### config.mk
export PLATFORM = sky130hd
export DESIGN_NAME = peak_tracker_flat
export DESIGN_NICKNAME = d
export VERILOG_FILES = /design/src/rtl/peak_pkg.sv /design/src/rtl/peak_tracker_if.sv /design/src/rtl/mag_compare.sv /design/src/rtl/peak_tracker.sv /design/src/flat_wrapper.sv
export SDC_FILE = /design/constraint.sdc
export NUM_CORES = 1
export LEC_CHECK = 0
export ABC_AREA = 1
export BUFFER_PORTS_ARGS = -buffer_cell sky130_fd_sc_hd__buf_2
export CORE_UTILIZATION = 35
export DETAILED_ROUTE_END_ITERATION = 10
export PLACE_DENSITY = 0.65
export SLEW_MARGIN = 20
export SYNTH_ARGS = -nofsm -noshare
export SYNTH_HDL_FRONTEND = slang
export SYNTH_HIERARCHICAL = 1
export SYNTH_SLANG_ARGS = --single-unit
### constraint.sdc
create_clock -name clk -period 4.4 [get_ports clk]
set_input_delay 0.44 -clock clk [delete_from_list [all_inputs] [get_ports clk]]
set_output_delay 0.44 -clock clk [all_outputs]
set_load 0.005 [all_outputs]
### src/rtl/peak_pkg.sv
// Shared types and defaults for the peak tracker: FSM state encoding and
// default window geometry.
package peak_pkg;

  localparam int unsigned DEF_WIDTH   = 8;
  localparam int unsigned DEF_COUNT_N = 16;

  typedef enum logic {
    ACCUM,
    HOLD
  } peak_state_t;

endpackage

### src/rtl/peak_tracker_if.sv
// Sample-in / summary-out handshake bundle for the peak tracker.
interface peak_tracker_if import peak_pkg::*; #(
  parameter int unsigned WIDTH = DEF_WIDTH,
  parameter int unsigned IDX_W = $clog2(DEF_COUNT_N)
);

  logic             in_valid;
  logic             in_ready;
  logic [WIDTH-1:0] in_data;
  logic             out_valid;
  logic             out_ready;
  logic [WIDTH-1:0] out_max;
  logic [WIDTH-1:0] out_min;
  logic [IDX_W-1:0] out_max_idx;
  logic [IDX_W-1:0] out_min_idx;
  logic [WIDTH-1:0] out_range;

  modport master (
    output in_valid, in_data, out_ready,
    input  in_ready, out_valid, out_max, out_min, out_max_idx, out_min_idx, out_range
  );

  modport slave (
    input  in_valid, in_data, out_ready,
    output in_ready, out_valid, out_max, out_min, out_max_idx, out_min_idx, out_range
  );

endinterface

### src/rtl/mag_compare.sv
// Unsigned magnitude comparator: equality and strict a-greater-than-b.
module mag_compare import peak_pkg::*; #(
  parameter int unsigned WIDTH = DEF_WIDTH
) (
  input  logic [WIDTH-1:0] a,
  input  logic [WIDTH-1:0] b,
  output logic             eq,
  output logic             gt
);

  assign eq = (a == b);
  assign gt = (a > b);

endmodule

### src/rtl/peak_tracker.sv
// Windowed max/min tracker: accumulates COUNT_N samples, then holds the
// summary (extremes, first-occurrence indices, range) until it is consumed.
module peak_tracker import peak_pkg::*; #(
  parameter  int unsigned WIDTH   = DEF_WIDTH,
  parameter  int unsigned COUNT_N = DEF_COUNT_N,
  localparam int unsigned IDX_W   = $clog2(COUNT_N)
) (
  input  logic           clk,
  input  logic           rst,
  input  logic           clear,
  peak_tracker_if.slave  bus
);

  localparam logic [IDX_W-1:0] LAST_IDX = IDX_W'(COUNT_N - 1);

  peak_state_t      state_q, state_d;
  logic [IDX_W-1:0] cnt_q, cnt_d;
  logic [WIDTH-1:0] max_q, max_d;
  logic [WIDTH-1:0] min_q, min_d;
  logic [IDX_W-1:0] max_idx_q, max_idx_d;
  logic [IDX_W-1:0] min_idx_q, min_idx_d;
  logic [WIDTH-1:0] range_q, range_d;

  logic max_eq, max_gt, min_eq, min_gt;
  logic accept;

  mag_compare #(.WIDTH(WIDTH)) u_cmp_max (
    .a (bus.in_data),
    .b (max_q),
    .eq(max_eq),
    .gt(max_gt)
  );

  mag_compare #(.WIDTH(WIDTH)) u_cmp_min (
    .a (bus.in_data),
    .b (min_q),
    .eq(min_eq),
    .gt(min_gt)
  );

  assign bus.in_ready    = (state_q == ACCUM) && !rst;
  assign bus.out_valid   = (state_q == HOLD);
  assign bus.out_max     = max_q;
  assign bus.out_min     = min_q;
  assign bus.out_max_idx = max_idx_q;
  assign bus.out_min_idx = min_idx_q;
  assign bus.out_range   = range_q;

  assign accept = bus.in_valid && bus.in_ready;

  // Next-state: clear overrides both handshakes; ties never move an index.
  always_comb begin
    state_d   = state_q;
    cnt_d     = cnt_q;
    max_d     = max_q;
    min_d     = min_q;
    max_idx_d = max_idx_q;
    min_idx_d = min_idx_q;
    range_d   = range_q;

    if (clear) begin
      state_d = ACCUM;
      cnt_d   = '0;
    end else begin
      unique case (state_q)
        ACCUM: begin
          if (accept) begin
            if (cnt_q == '0) begin
              max_d     = bus.in_data;
              min_d     = bus.in_data;
              max_idx_d = '0;
              min_idx_d = '0;
            end else begin
              if (max_gt && !max_eq) begin
                max_d     = bus.in_data;
                max_idx_d = cnt_q;
              end
              if (!min_gt && !min_eq) begin
                min_d     = bus.in_data;
                min_idx_d = cnt_q;
              end
            end
            cnt_d = cnt_q + IDX_W'(1);
            if (cnt_q == LAST_IDX) begin
              state_d = HOLD;
              cnt_d   = '0;
              range_d = max_d - min_d;
            end
          end
        end
        HOLD: begin
          if (bus.out_ready) state_d = ACCUM;
        end
        default: state_d = ACCUM;
      endcase
    end
  end

  always_ff @(posedge clk) begin
    if (rst) begin
      state_q   <= ACCUM;
      cnt_q     <= '0;
      max_q     <= '0;
      min_q     <= '0;
      max_idx_q <= '0;
      min_idx_q <= '0;
      range_q   <= '0;
    end else begin
      state_q   <= state_d;
      cnt_q     <= cnt_d;
      max_q     <= max_d;
      min_q     <= min_d;
      max_idx_q <= max_idx_d;
      min_idx_q <= min_idx_d;
      range_q   <= range_d;
    end
  end

endmodule

### src/flat_wrapper.sv
// flat-port wrapper written by rule: the top's interface ports become plain ports
module peak_tracker_flat import peak_pkg::*;
#(
  parameter  int unsigned WIDTH   = DEF_WIDTH,
  parameter  int unsigned COUNT_N = DEF_COUNT_N,
  localparam int unsigned IDX_W   = $clog2(COUNT_N)
)
  (clk, rst, clear, bus_in_valid, bus_in_data, bus_out_ready, bus_in_ready, bus_out_valid, bus_out_max, bus_out_min, bus_out_max_idx, bus_out_min_idx, bus_out_range);
  peak_tracker_if #(.WIDTH(WIDTH), .IDX_W(($clog2(COUNT_N)))) bus_i ();
  input  logic clk;
  input  logic rst;
  input  logic clear;
  input wire logic [$bits(bus_i.in_valid)-1:0] bus_in_valid;
  input wire logic [$bits(bus_i.in_data)-1:0] bus_in_data;
  input wire logic [$bits(bus_i.out_ready)-1:0] bus_out_ready;
  output wire logic [$bits(bus_i.in_ready)-1:0] bus_in_ready;
  output wire logic [$bits(bus_i.out_valid)-1:0] bus_out_valid;
  output wire logic [$bits(bus_i.out_max)-1:0] bus_out_max;
  output wire logic [$bits(bus_i.out_min)-1:0] bus_out_min;
  output wire logic [$bits(bus_i.out_max_idx)-1:0] bus_out_max_idx;
  output wire logic [$bits(bus_i.out_min_idx)-1:0] bus_out_min_idx;
  output wire logic [$bits(bus_i.out_range)-1:0] bus_out_range;
  assign bus_i.in_valid = bus_in_valid;
  assign bus_i.in_data = bus_in_data;
  assign bus_i.out_ready = bus_out_ready;
  assign bus_in_ready = bus_i.in_ready;
  assign bus_out_valid = bus_i.out_valid;
  assign bus_out_max = bus_i.out_max;
  assign bus_out_min = bus_i.out_min;
  assign bus_out_max_idx = bus_i.out_max_idx;
  assign bus_out_min_idx = bus_i.out_min_idx;
  assign bus_out_range = bus_i.out_range;
  peak_tracker #(.WIDTH(WIDTH), .COUNT_N(COUNT_N)) u_core (.clk(clk), .rst(rst), .clear(clear), .bus(bus_i));
endmodule
Yosys cells after proc, flatten, opt, wreduce, memory -nomap -nowiden --
Index checks and enable logic that the tools add are counted.
Word-level totals: output and inout bits 34, logic and storage cells 52, input port bits 13, register bits after elaboration 37
Operators by class: order comparisons 2, bitwise gates (word level) 2, reductions and logical operators 17, mux-type cells 19, eq/ne operators 3, add/sub/neg operators 2
Operators with widths (number):
- $mux W8 | 10
- $mux W4 | 5
- $eq A8 B8 Y1 | 2
- $gt A8 B8 Y1 | 2
- $reduce_and A4 Y1 | 3
- $sub A8 B8 Y8 | 1
- $add A4 B1 Y4 const B | 1
- $eq A4 B4 Y1 const B | 1
- $logic_and A1 B1 Y1 | 4
- $logic_not A1 Y1 | 4
- $logic_not A4 Y1 | 1
- $reduce_bool A2 Y1 | 2
- $mux W1 | 3
- $reduce_and A3 Y1 | 1
- $not A1 Y1 | 2
- $pmux W1 S2 | 1
- $reduce_and A2 Y1 | 1
- $reduce_or A2 Y1 | 1

Logic depth before layout (Yosys ltp) --
word-level depth 9, depth in mapped cells 27, gate-level depth less buffers 27

Hierarchy --
The synthesis kept the hierarchy.
By module, submodules not included:
- peak_tracker | sequential area each 740.7 sq um, area each 2334.7 sq um, times used 1, cells an instance 333
- mag_compare | sequential area each 0.0 sq um, area each 241.5 sq um, times used 2, cells an instance 36

Worst setup path after synthesis --
Ideal clock, no wire load.
kind in2reg, start point input bus_in_data[7], end point register u_core.range_q[5] (netlist: u_core/bus.out_range[5]), required time 4287 ps, path slack 1485 ps, path buffers 0, stages on the path 21, data arrival time 2802 ps, path through ha_1 -> nand2_2 -> nor2_1 -> nand2_1 -> a21oi_2 -> nand2_4 -> nand2_4 -> inv_2 -> or2_2 -> o21ai_0 -> inv_1 -> ha_1 -> inv_1 -> o21bai_1 -> nand2_2 -> nand2_2 -> nand3_2 -> nand2_1 -> nor2_1 -> o21ai_1 -> inv_1
Between the ends: elaborated cells on any way between the ends 20
RTL lines:
- from (decl) | line flat_wrapper.sv:14 | input wire logic [$bits(bus_i.in_data)-1:0] bus_in_data;
- $gt A8 B8 Y1 | line mag_compare.sv:12 | assign gt = (a > b);
- named net u_core.max_gt | line peak_tracker.sv:24 | logic max_eq, max_gt, min_eq, min_gt;
- $logic_and A1 B1 Y1 | line peak_tracker.sv:74 | if (max_gt && !max_eq) begin
- $mux W8 | line peak_tracker.sv:74
- $mux W8 | line peak_tracker.sv:68 | if (cnt_q == '0) begin
- $mux W8 | line peak_tracker.sv:67 | if (accept) begin
- $mux W8 | line peak_tracker.sv:65 | unique case (state_q)
- $mux W8 | line peak_tracker.sv:61 | if (clear) begin
- $sub A8 B8 Y8 | line peak_tracker.sv:87 | range_d = max_d - min_d;
- to (signal assigned) | line peak_tracker.sv:115 | range_q <= range_d;
- to (decl) | line peak_tracker.sv:22 | logic [WIDTH-1:0] range_q, range_d;
The timed path passes the listed nets, and every way through them passes these cells. The select of a mux whose other input is x is not followed. A chain may end at the register's enable or synchronous reset.

==> summary.md <==
| Metric | Value |
|---|---|
| Status | finished clean |
| Number of synthesized flops with an enable pin | 0 |
| Reg2Reg Depth | 24 |
| Unrepaired setup endpoints after global routing | no |
| Total gr overflow | 0 |
| Required @ worst endpoint | 4.59 ns |
| Min Hold Slack | 0.449 ns |
| Yosys top cell area share | 26.3% |
| Clock buffer depth | 2 |
| Share of flip-flops with an asynchronous set or reset | 0% |
| Fmax | 303 MHz |
| Total of fill cells in the finished design | 833 |
| # IOs | 47 |
| Detail Placement HPWL | 5.58 mm |
| GR Util All Layers | 18.2% |
| Lkg Pwr | 1.63 nW |
| Clock Sinks | 37 |
| Initial Utilization | 36.3% |
| Endpoints failing hold | 0 |
| DRC errors left | 0 |
| Largest net degree at the start of global routing | 24 |
| Max-cap violation count | 0 |
| TritonCTS Buffers | 5 |
| Die span in y | 91.7 um |
| Pre-antenna DRT Iters | 4 |
| Setup crit start kind | flip-flop |
| Distinct cells, synth | 36 |
| Worst vdd ir | 0.000208 V |
| Diodes inserted | 0 |
| Crit path arrival time | 3.49 ns |
| Setup bufs post-CTS | 0 |
| Synth top cells by count | 78 x nand2_1, 61 x inv_1, 43 x nor2_1, 37 x dfxtp_1, 28 x o21ai_0 |
| R2r setup slk | 1.10 ns |
| Worst-path fanout max | 9 |
| Critical path capture point | u_core/bus.out_range[5]$_SDFFE_PP0P_ |
| P&R area growth vs syn | 15.0% |
| Syn_area_per_cell | 6.96 um^2 |
| Vias in the first global route | 2585 |
| Die width | 91.7 um |
| Most frequent cell after synthesis | nand2_1 |
| Worst-path clk slew | 0.08 ns |
| Port Buffers | 46 |
| Endpoint class of the critical path | flip-flop |
| Worst Skew | 0.0110 ns |
| Placer's final routability congestion estimate | 0.877 |
| Slew Limit Fails | 0 |
| Cell count after synthesis | 405 |
| Layout cells sized above 1 | 27.0% |
| Final setup fails | 0 |
| Seq/Total Area, Yosys | 26.3% |
| Final core area utilization | 41.7% |
| Vias/cell | 4.81 |
| YS warnings | 6 |
| Tmin final | 3.30 ns |
| Crit Reg-Reg Endpoint | u_core/bus.out_range[5]$_SDFFE_PP0P_ |
| Synth top area cells | dfxtp_1 26%, nand2_1 10%, ha_1 9.3% |
| Post-Route WL | 7.21 mm |
| DR iter-0 viols | 126 |
| H-tree levels | 2 |
| Final TNS setup | 0 ns |
| Core area | 0.00777 mm^2 |
| Tightest Pin Transition | 0.711 ns |
| Row count | 32 |
| CTS Root Cell | clkbuf_8 |
| Clk_lat worst skew | 0.29 ns |
| Die area | 0.00841 mm^2 |
| Nets | 486 |
| Seq cells post-synth | 37 |
| Vias | 2667 |
| Initial antenna violation count | 0 |
| CTS tree | done |
| Predominant post-synthesis flop cell | dfxtp_1 |
| Class of the worst hold path | in -> reg |
| Routed wire per std cell | 13.0 um |
| PostCTS Resize Cnt | 0 |
| First-pass GRT wire length | 12.1 mm |
| WS Path Type | reg -> reg |
| PD cells | 282 mW/mm^2 |
| Mapped cell area | 0.00282 mm^2 |
| DRT antenna net count | 0 |
| Post-Syn Nets | 440 |
| Worst slew margin | 52.5% |
| Final period util | 75.1% |
| Post-synth top area cell | dfxtp_1 |
| CTS Hold Buffers Added | 0 |
==> metrics by stage <==
stage               std cells  worst slack (ns)  cell area (um^2)  power, mW
finish                    554              1.10              3240      0.914
detailed placement        546             0.983              3130      0.622
global route              554             0.737              3240      0.969
global placement          546              1.06              3130      0.616
floorplan                 405              1.48              2820      0.558
CTS                       554              1.06              3240      0.919
==> worst min path at each step <==
stage	to	depth (start not counted)	slack [ns]	from
detailed placement	u_core/bus.out_min_idx[0]$_SDFFE_PP0P_	2	0.47	u_core/bus.out_min_idx[0]$_SDFFE_PP0P_
finish	u_core/bus.out_valid$_SDFF_PP0_	4	0.45	bus_out_ready
global placement	u_core/bus.out_min_idx[0]$_SDFFE_PP0P_	2	0.46	u_core/bus.out_min_idx[0]$_SDFFE_PP0P_
CTS	u_core/bus.out_valid$_SDFF_PP0_	4	0.45	bus_out_ready
floorplan	u_core/bus.out_min_idx[0]$_SDFFE_PP0P_	2	0.46	u_core/bus.out_min_idx[0]$_SDFFE_PP0P_
global route	u_core/bus.out_min[1]$_SDFFE_PP0P_	3	0.48	clear
==> cell families (layout without fill, tap and decap cells) <==
kind of cell,count (synthesis),after routing,share of synthesized area [%]
compound gates,70,70,14.3
xor+xnor,2,2,0.622
fa+ha+maj,22,22,10.0
buf+inv,79,126,11.7
flops,37,37,26.3
simple gates,195,195,37.0
==> sequential cells by signal (all words and copies together), names as in the netlist, named ones only <==
register / cells
u_core/bus.out_max_idx: 4
u_core/bus.out_valid: 1
u_core/bus.out_min_idx: 4
u_core/cnt_q: 4
u_core/bus.out_range: 8
u_core/bus.out_min: 8
u_core/bus.out_max: 6
==> critical path, stage by stage, from the launching register on <==
cell	delay (ns)
dfxtp_1	0.45
inv_1	0.07
ha_1	0.28
nand2_1	0.06
inv_2	0.06
nand2_1	0.06
nand2_1	0.06
nand2_1	0.06
a21oi_2	0.23
nand2_4	0.13
nand2_4	0.14
inv_2	0.07
or2_2	0.26
o21ai_0	0.17
inv_1	0.09
ha_1	0.28
inv_1	0.03
o21bai_1	0.15
nand2_2	0.08
nand2_2	0.09
nand3_2	0.08
nand2_1	0.08
nor2_1	0.04
o21ai_1	0.12
inv_1	0.04
==> report_power, final <==
group	switching, mW	internal, mW
logic	0.164	0.0917
registers	0.0124	0.347
clock network	0.129	0.170
total	0.306	0.609
==> placed cells by master, fill, tap and decap left out, types with 2 or more instances in the layout <==
master,instances
a21oi_1,23
a21oi_2,3
xor2_1,2
nor3_1,4
clkbuf_8,5
ha_1,21
buf_2,46
o21ai_1,3
nand3b_2,2
a21o_2,2
nand2_1,78
inv_1,61
nand3_2,11
nor2_2,4
inv_2,8
nor2_1,43
o211ai_1,2
buf_4,2
dfxtp_1,37
a211oi_1,6
nand2_2,19
nand3_1,16
nand2_4,8
o21ai_0,28
nor2_4,3
nor3_4,3
==> per-layer routing <==
layer  vias up  track usage, %  part of all wire, %
met3        11            3.73                  5.5
met5         -               0                    0
met4         0            5.47                  1.8
met2        67            32.2                   47
li1       1386               -                    -
met1      1203            22.2                   45
==> cell type report <==
class	count	area (um^2)	share of cell area (%)
sequential	37	741	22.9
multi-input combinational	289	1750	53.9
clock buffer	6	72.6	2.24
inverter	70	268	8.27
tap	102	128	3.94
clock inverter	2	38.8	1.20
timing repair buffer	48	245	7.57
Note: power is estimated with default switching activity, not from simulation.
